[src/rtl/muldiv_pkg.sv]
// muldiv_pkg: FSM state encoding and RV M-extension func3 codes shared by the muldiv unit.
package muldiv_pkg;

  typedef enum logic [2:0] {
    IDLE = 3'd0,
    PREP = 3'd1,
    CALC = 3'd2,
    FIX  = 3'd3,
    DONE = 3'd4
  } state_e;

  localparam logic [2:0] OP_MUL    = 3'd0;
  localparam logic [2:0] OP_MULH   = 3'd1;
  localparam logic [2:0] OP_MULHSU = 3'd2;
  localparam logic [2:0] OP_MULHU  = 3'd3;
  localparam logic [2:0] OP_DIV    = 3'd4;
  localparam logic [2:0] OP_DIVU   = 3'd5;
  localparam logic [2:0] OP_REM    = 3'd6;
  localparam logic [2:0] OP_REMU   = 3'd7;

endpackage

[src/rtl/div_step.sv]
// div_step: one combinational restoring-divide iteration on unsigned magnitudes.
module div_step #(
  parameter int W = 64
) (
  input  logic [W-1:0] rem_cur,
  input  logic         shift_bit,
  input  logic [W-1:0] divisor,
  output logic [W-1:0] rem_next,
  output logic         q_bit
);

  logic [W:0] shifted;
  logic [W:0] diff;

  // rem_cur < divisor, so the borrow bit alone decides whether the subtract fits.
  always_comb begin
    shifted  = {rem_cur, shift_bit};
    diff     = shifted - {1'b0, divisor};
    q_bit    = ~diff[W];
    rem_next = q_bit ? diff[W-1:0] : shifted[W-1:0];
  end

endmodule

[src/rtl/muldiv_unit.sv]
// muldiv_unit: RV64 M-extension multiply/divide, radix-2 iterative via IDLE/PREP/CALC/FIX/DONE.
// Optional macro MULDIV_FAST_MUL_EN: multiplies use a single-cycle multiplier (PREP -> DONE).
// Handshake: i_start is accepted only while o_busy is low (IDLE or DONE) and i_kill is low;
// o_done pulses for one cycle with o_result/o_rd_addr, which then hold until the next o_done.
module muldiv_unit
  import muldiv_pkg::*;
#(
  parameter int DATA_WIDTH = 64,
  parameter int REG_ADDR_W = 5
) (
  input  logic                  i_clk,
  input  logic                  i_srst,
  input  logic                  i_start,
  input  logic [2:0]            i_func3,
  input  logic                  i_word,
  input  logic [DATA_WIDTH-1:0] i_src_1,
  input  logic [DATA_WIDTH-1:0] i_src_2,
  input  logic [REG_ADDR_W-1:0] i_rd_addr,
  input  logic                  i_kill,
  output logic                  o_busy,
  output logic                  o_done,
  output logic [DATA_WIDTH-1:0] o_result,
  output logic [REG_ADDR_W-1:0] o_rd_addr
);

  localparam int W  = DATA_WIDTH;
  localparam int CW = $clog2(W);

  state_e                state, state_nxt;
  logic [CW-1:0]         cnt, last_cnt;
  logic [2:0]            op_q;
  logic                  word_q, neg_q;
  logic [REG_ADDR_W-1:0] rd_q;
  logic [W-1:0]          src1_q, src2_q, mpl_q, rem_q, quo_q, dsr_q;
  logic [2*W-1:0]        acc_q, mcd_q;

  logic                  accept, sgn1, sgn2, neg1, neg2, neg_prep, special, fast_mul, q_bit;
  logic [W-1:0]          ext1, ext2, abs1, abs2, min_neg, special_val, rem_nxt, prep_res, fix_res;

  function automatic logic [W-1:0] sext32(input logic [31:0] v);
    logic signed [31:0] s;
    s = v;
    return W'(s);
  endfunction

  // Sign-correct a double-width value, pick the half the op wants, then apply *W sign extension.
  function automatic logic [W-1:0] pick(input logic [2:0] op, input logic word, input logic neg,
                                        input logic [2*W-1:0] v);
    logic [2*W-1:0] s;
    logic [W-1:0]   r;
    s = neg ? -v : v;
    r = (op == OP_MUL || op[2]) ? s[W-1:0] : s[2*W-1:W];
    return word ? sext32(r[31:0]) : r;
  endfunction

  always_comb begin
    sgn1 = (op_q == OP_MULH) || (op_q == OP_MULHSU) || (op_q == OP_DIV) || (op_q == OP_REM);
    sgn2 = (op_q == OP_MULH) || (op_q == OP_DIV) || (op_q == OP_REM);
    ext1 = src1_q;
    ext2 = src2_q;
    if (word_q) begin
      ext1 = sgn1 ? sext32(src1_q[31:0]) : W'(src1_q[31:0]);
      ext2 = sgn2 ? sext32(src2_q[31:0]) : W'(src2_q[31:0]);
    end
    neg1     = sgn1 & ext1[W-1];
    neg2     = sgn2 & ext2[W-1];
    abs1     = neg1 ? -ext1 : ext1;
    abs2     = neg2 ? -ext2 : ext2;
    neg_prep = (op_q == OP_REM) ? neg1 : (neg1 ^ neg2);
    min_neg  = word_q ? ~W'(32'h7fff_ffff) : {1'b1, {(W-1){1'b0}}};

    special     = 1'b0;
    special_val = '0;
    if (op_q[2] && ext2 == '0) begin
      special     = 1'b1;
      special_val = op_q[1] ? ext1 : '1;
    end else if ((op_q == OP_DIV || op_q == OP_REM) && ext1 == min_neg && ext2 == '1) begin
      special     = 1'b1;
      special_val = op_q[1] ? '0 : ext1;
    end
  end

  assign fix_res  = pick(op_q, word_q, neg_q,
                         op_q[2] ? {{W{1'b0}}, (op_q[1] ? rem_q : quo_q)} : acc_q);
  assign last_cnt = word_q ? CW'(31) : CW'(W - 1);
  assign accept   = i_start & ~i_kill & ((state == IDLE) | (state == DONE));
  assign o_busy   = (state == PREP) || (state == CALC) || (state == FIX);
  assign o_done   = (state == DONE);

`ifdef MULDIV_FAST_MUL_EN
  assign fast_mul = ~op_q[2];
  assign prep_res = special ? pick(op_q, word_q, 1'b0, {{W{1'b0}}, special_val})
                            : pick(op_q, word_q, neg_prep,
                                   {{W{1'b0}}, abs1} * {{W{1'b0}}, abs2});
`else
  assign fast_mul = 1'b0;
  assign prep_res = pick(op_q, word_q, 1'b0, {{W{1'b0}}, special_val});
`endif

  div_step #(.W(W)) u_div_step (
    .rem_cur  (rem_q),
    .shift_bit(quo_q[W-1]),
    .divisor  (dsr_q),
    .rem_next (rem_nxt),
    .q_bit    (q_bit)
  );

  always_comb begin
    state_nxt = state;
    case (state)
      IDLE, DONE: state_nxt = accept ? PREP : IDLE;
      PREP:       state_nxt = (special || fast_mul) ? DONE : CALC;
      CALC:       if (cnt == last_cnt) state_nxt = FIX;
      FIX:        state_nxt = DONE;
      default:    state_nxt = IDLE;
    endcase
    if (i_kill) state_nxt = IDLE;
  end

  always_ff @(posedge i_clk) begin
    if (i_srst) begin
      state     <= IDLE;
      cnt       <= '0;
      o_result  <= '0;
      o_rd_addr <= '0;
    end else begin
      state <= state_nxt;
      if (state == PREP) cnt <= '0;
      else if (state == CALC) cnt <= cnt + 1'b1;
      if (state_nxt == DONE) begin
        o_result  <= (state == FIX) ? fix_res : prep_res;
        o_rd_addr <= rd_q;
      end
    end
  end

  // Datapath registers carry no reset; they are always reloaded before being read.
  always_ff @(posedge i_clk) begin
    if (accept) begin
      op_q   <= i_func3;
      word_q <= i_word && (W == 64) && (i_func3 == OP_MUL || i_func3[2]);
      src1_q <= i_src_1;
      src2_q <= i_src_2;
      rd_q   <= i_rd_addr;
    end
    if (state == PREP) begin
      neg_q <= neg_prep;
      acc_q <= '0;
      mcd_q <= {{W{1'b0}}, abs1};
      mpl_q <= abs2;
      rem_q <= '0;
      dsr_q <= abs2;
      quo_q <= word_q ? (abs1 << 32) : abs1;
    end
    if (state == CALC) begin
      if (mpl_q[0]) acc_q <= acc_q + mcd_q;
      mcd_q <= mcd_q << 1;
      mpl_q <= mpl_q >> 1;
      rem_q <= rem_nxt;
      quo_q <= {quo_q[W-2:0], q_bit};
    end
  end

endmodule

[config.mk]
export PLATFORM = sky130hd
export DESIGN_NAME = muldiv_unit
export DESIGN_NICKNAME = d
export VERILOG_FILES = /design/src/rtl/muldiv_pkg.sv /design/src/rtl/div_step.sv /design/src/rtl/muldiv_unit.sv
export SDC_FILE = /design/constraint.sdc
export NUM_CORES = 2
export LEC_CHECK = 0
export CAP_MARGIN = 20
export CORE_MARGIN = 4
export CORE_UTILIZATION = 50
export CTS_BUF_LIST = sky130_fd_sc_hd__clkbuf_8 sky130_fd_sc_hd__clkbuf_16
export DETAILED_ROUTE_END_ITERATION = 16
export PLACE_DENSITY = 0.68
export SLEW_MARGIN = 20
export SYNTH_ARGS = -nofsm -noshare
export SYNTH_HDL_FRONTEND = slang
export SYNTH_SLANG_ARGS = --single-unit
[constraint.sdc]
create_clock -name i_clk -period 36.8 [get_ports i_clk]
set_input_delay 5.52 -clock i_clk [delete_from_list [all_inputs] [get_ports i_clk]]
set_output_delay 5.52 -clock i_clk [all_outputs]
set_load 0.02 [all_outputs]
After elaboration in Yosys (flattened, before gate mapping):

Index checks and enable logic that the tools add are counted.

* register bits: 728
* output and inout port bits: 71
* logic and storage cells: 106

* add/subtract/negate cells: 6
* eq/ne operators: 12
* muxes and demuxes: 41
* bitwise operators: 8
* reductions and logical operators: 21

Operator list (number)
* two-way mux 64 bit: 22
* two-way mux 128 bit: 7
* two-way mux 63 bit: 3
* adder 128 bit: 1
* negator 128 bit: 1
* negator 64 bit: 2
* subtractor 65 x 64 -> 65 bit: 1
* == test 64 bit: 1
* == test 64 bit, second input constant: 1
* zero test 64 bit: 1
* == test 3 bit, second input constant: 4
* case mux 3 bit (4 select lines): 1
* logical OR 1 bit: 10
* == test 3 x 2 -> 1 bit, second input constant: 3
* zero test 3 bit: 3
* two-way mux 3 bit: 3
* adder 6 x 1 -> 6 bit, second input constant: 1
* == test 3 x 1 -> 1 bit, second input constant: 2
* == test 6 bit: 1
* two-way mux 6 bit: 1
* AND 1 bit: 4
* logical AND 1 bit: 4
* two-way mux 1 bit: 4
* OR reduction 2 bit: 2
* other kinds (4): 5

Longest topological paths before layout:

* word-level depth: 15
* depth in mapped cells: 20

By module:

Synthesis repeated with hierarchy kept, for this count alone.

* cells, all modules: 5636
* area, all modules: 48645.4 um2

Modules (own cells, without submodules)
* muldiv_unit: times used 1, cells an instance 4841, area each 43919.6 um2, sequential area each 19779.0 um2
* div_step: times used 1, cells an instance 795, area each 4725.8 um2, sequential area each 0.0 um2

Worst setup path before layout:

OpenSTA, ideal clock, no wires.

* path type: input-to-reg
* start: input port i_kill
* end: register op_q[0], enable pin
* library setup time: 1.027 ns
* arrival time: 19.805 ns
* required time: 35.773 ns
* setup slack: 15.968 ns
* stages: 1
* cells stage by stage: nor4b_1

* longest elaborated chain between the ends: 3

Ends and longest elaborated chain
* start, declared: line muldiv_unit.sv:19 `input logic i_kill,`
* inverter 1 bit: line muldiv_unit.sv:86 `assign accept = i_start & ~i_kill & ((state == IDLE) | (state == DONE));`
* AND 1 bit (2 in series): line muldiv_unit.sv:86
* end signal, assigned: line muldiv_unit.sv:140 `op_q <= i_func3;`
* end, declared: line muldiv_unit.sv:31 `logic [2:0] op_q;`

Every way passes these cells.
A chain may end at the register's enable or synchronous reset.

Worst setup path after layout:

* start: register state[2]
* end: output port o_done

* longest elaborated chain between the ends: 1

Ends and longest elaborated chain
* start, declared: line muldiv_unit.sv:29 `state_e state, state_nxt;`
* start signal, assigned: line muldiv_unit.sv:127 `state <= state_nxt;`
* == test 3 bit: line muldiv_unit.sv:88 `assign o_done = (state == DONE);`
* end, declared: line muldiv_unit.sv:21 `output logic o_done,`

Every way passes these cells.

==> results.json <==
{
  "status": "finished, final reports clean",
  "detailedRoute.firstIterationViolations": 6038,
  "final_nets": 5748,
  "synth-simple-area-share_pct": 17.8,
  "first_global_vias": 39200,
  "ys_seq_area_share_pct": 41.4,
  "power_density_mw_per_mm2": 41.5,
  "grt_use_total_pct": 34.2,
  "synth_top_family_by_area": "compound AO/OA/AOI/OAI gates",
  "rows": 113,
  "synth-seq-cells": 728,
  "nFillCells": 8661,
  "period_needed_ns": 7.55,
  "htreeDepth": 3,
  "io_pins": 212,
  "rr_worst_depth": 13,
  "port_buffers": 211,
  "crit_required_ns": 31.28,
  "hold_viol_final": 0,
  "first_pass_iters": 6,
  "async_reset_ff_share_pct": 0,
  "finalCritPeriodShare_pct": 20.5,
  "synth_nets": 5714,
  "power.total_w": 0.00222,
  "tns_ns": 0,
  "crit_path_max_fanout": 8,
  "r2r_end": "o_result[58]",
  "combPwrFrac_pct": 17.6,
  "path_class": "flop to primary output",
  "synth_xor_area_share_pct": 7.41,
  "core-area_mm2": 0.0949,
  "ant_nets": 0,
  "crit_path_start": "state[2]",
  "gp_congestion": 1.03,
  "yosysTopAreaCellShare_pct": 32.7,
  "wl_per_cell_um": 26.4,
  "dieWidth_um": 317,
  "cts.sinks": 728,
  "hold_slack_ns": 0.457,
  "ctsResizeCount": 0,
  "fmax_mhz": 132,
  "relSlewSlack_pct": 10.6,
  "remaining_drc_errors": 0,
  "grt_antenna_before_repair": 5,
  "cap_violations": 0,
  "start_util_pct": 50.3,
  "synth.distinct_cells": 105,
  "clk_latency_ns": 0.68,
  "worstMarginPinSlew_ns": 1.33,
  "synth_top_cell_by_area": "edfxtp_1",
  "cts_setup_buffers": 0,
  "finalSetupViolCount": 0,
  "synth_mux_area_share_pct": 4.03,
  "r2r_slack_ns": 30.05,
  "yosysWarningCount": 0,
  "synth_flop_cell": "edfxtp_1",
  "p_switching_w": 0.000668,
  "drv_slew": 0,
  "p_int_w": 0.00155,
  "synth.area.top_cells": "edfxtp_1 33%, dfxtp_1 8.7%, o21ai_0 5.9%",
  "grt_first_pass_wirelength_mm": 257,
  "crit_arrival_ns": 2.03,
  "vias_per_cell": 6.38,
  "area_growth_pct": 12.0,
  "cts_hold_buf": 0,
  "hold_class": "flop to flop",
  "root_buffer": "clkbuf_16",
  "post_synth.cell_area_avg_um2": 8.88,
  "dieArea_mm2": 0.100,
  "cellLeakagePower_nw": 20.1,
  "drt_wl_total_mm": 178,
  "worstSetupEndpointType": "primary output",
  "vias": 43000,
  "synth_edf_count": 520,
  "endpoint": "o_done",
  "synthAdderAreaFrac_pct": 5.22,
  "swShare_pct": 30.1,
  "cts.clk_slew.worst_paths_ns": 0.06,
  "yosysMostFrequentCell": "o21ai_0",
  "dieHeight_um": 317,
  "peakVddDrop_mv": 0.0345,
  "synth_commonest_cells": "560 x o21ai_0, 550 x nor2_1, 546 x nand2_1",
  "gr-total-overflow": 0,
  "worstSetupStartpointType": "flop",
  "clock_skew_ns": 0.0240,
  "drive_gt1_share_pct": 5.75,
  "syn_inst": 5375,
  "rsz0062_at_grt": "false",
  "synth-compound-area-share_pct": 20.3,
  "seqPwrFrac_pct": 43.2,
  "dpl.hpwl_mm": 134,
  "tritoncts": "done",
  "clockPowerShare_pct": 39.2,
  "cts_made_buffers": 84,
  "grt_start_max_net_pins": 139,
  "syn_area_mm2": 0.0477,
  "r2r_start": "op_q[1]",
  "clk_path_buf_depth": 3
}
[metal layers]
layer	share of wire [%]	GRT usage [%]	routed length, µm	up-vias
li1	-	-	-	19700
met4	3.4	10.3	6050	6
met1	43	48.9	76100	20600
met2	43	51.0	76100	2323
met5	0.019	0	33	-
met3	11	8.72	19600	337
[how the worst min path moves through the flow]
stage	start	end	slack [ns]	cells past startpoint
floorplan	mpl_q[63]	mpl_q[63]	0.43	2
global placement	o_result[38]	o_result[38]	0.44	2
detailed placement	o_result[38]	o_result[38]	0.44	2
CTS	o_result[38]	o_result[38]	0.45	2
global route	o_result[38]	o_result[38]	0.49	2
finish	o_result[38]	o_result[38]	0.46	2
[sequential cells by signal, summed over array words and instances, names as in the netlist]
| register | flops |
|---|---|
| src1_q | 64 |
| rem_q | 64 |
| src2_q | 64 |
| mcd_q | 128 |
| acc_q | 128 |
| word_q | 1 |
| mpl_q | 64 |
| state | 3 |
| quo_q | 64 |
| o_result | 64 |
| cnt | 6 |
| dsr_q | 64 |
| neg_q | 1 |
| o_rd_addr | 5 |
| op_q | 3 |
| rd_q | 5 |
[layout make-up]
cell class | count | area [µm²] | share of cell area (%)
multi-input cells | 4190 | 26200 | 49.1
flip-flops and latches | 728 | 19800 | 37.0
repair buffers | 262 | 2520 | 4.71
clock buffers | 96 | 2270 | 4.24
well taps | 1265 | 1580 | 2.96
clock inverters | 59 | 557 | 1.04
inverters | 143 | 538 | 1.01
diodes | 2 | 5.00 | 0.00936
[critical path, cell delays in order, from the launching register on]
cell and delay, ns:
dfxtp_1 0.57, and2_1 0.19, clkdlybuf4s50_1 0.59
[power groups by stage]
| stage | registers, W | logic [W] | clock network, W |
|---|---|---|---|
| 5_1_grt | 0.000962 | 0.000420 | 0.000910 |
| 6_report | 0.000960 | 0.000391 | 0.000870 |
| 3_3_place_gp | 0.000975 | 0.000375 | 0 |
| 2_1_floorplan | 0.000959 | 0.000259 | 0 |
| 3_5_place_dp | 0.000975 | 0.000377 | 0 |
| 4_1_cts | 0.000958 | 0.000379 | 0.000877 |
[cells by family after synthesis]
| family | Yosys count |
|---|---|
| AOI/OAI and AO/OA | 1600 |
| muxes | 181 |
| buffers and inverters | 457 |
| DFF | 728 |
| adders and majority gates | 198 |
| xor gates and xnor gates | 404 |
| and+or+nand+nor | 1807 |
[cells in the final DEF (no fill, tap or decap), drive strengths merged, types with 42 or more instances in the layout]
| cell type | Yosys | layout |
|---|---|---|
| xnor2 | 255 | 255 |
| a21o | 139 | 139 |
| o31ai | 50 | 50 |
| buf | 58 | 52 |
| o21ai | 572 | 572 |
| nand2 | 549 | 549 |
| clkdlybuf4s50 | 0 | 210 |
| nor3 | 106 | 106 |
| mux2i | 124 | 124 |
| nor4 | 61 | 61 |
| nor2 | 552 | 552 |
| edfxtp | 520 | 520 |
| or3 | 46 | 46 |
| mux2 | 57 | 57 |
| nand4 | 96 | 96 |
| o21bai | 49 | 49 |
| inv | 143 | 161 |
| xor2 | 149 | 149 |
| ha | 196 | 196 |
| and2 | 89 | 89 |
| a21oi | 456 | 456 |
| dfxtp | 208 | 208 |
| nand3 | 160 | 160 |
| a31oi | 42 | 42 |
| clkbuf | 256 | 96 |
[stage by stage]
step           util, %  setup WS, ns  std cells  cell area, µm²
6_report          56.4         29.25       6745           53500
5_1_grt           56.4         29.17       6743           53500
4_1_cts           56.3         28.83       6742           53500
3_5_place_dp      53.4         28.12       6587           50600
3_3_place_gp      53.4         28.17       6587           50600
2_1_floorplan        -         15.97       5375           47700
No activity file was read; power rests on OpenSTA's default activity.
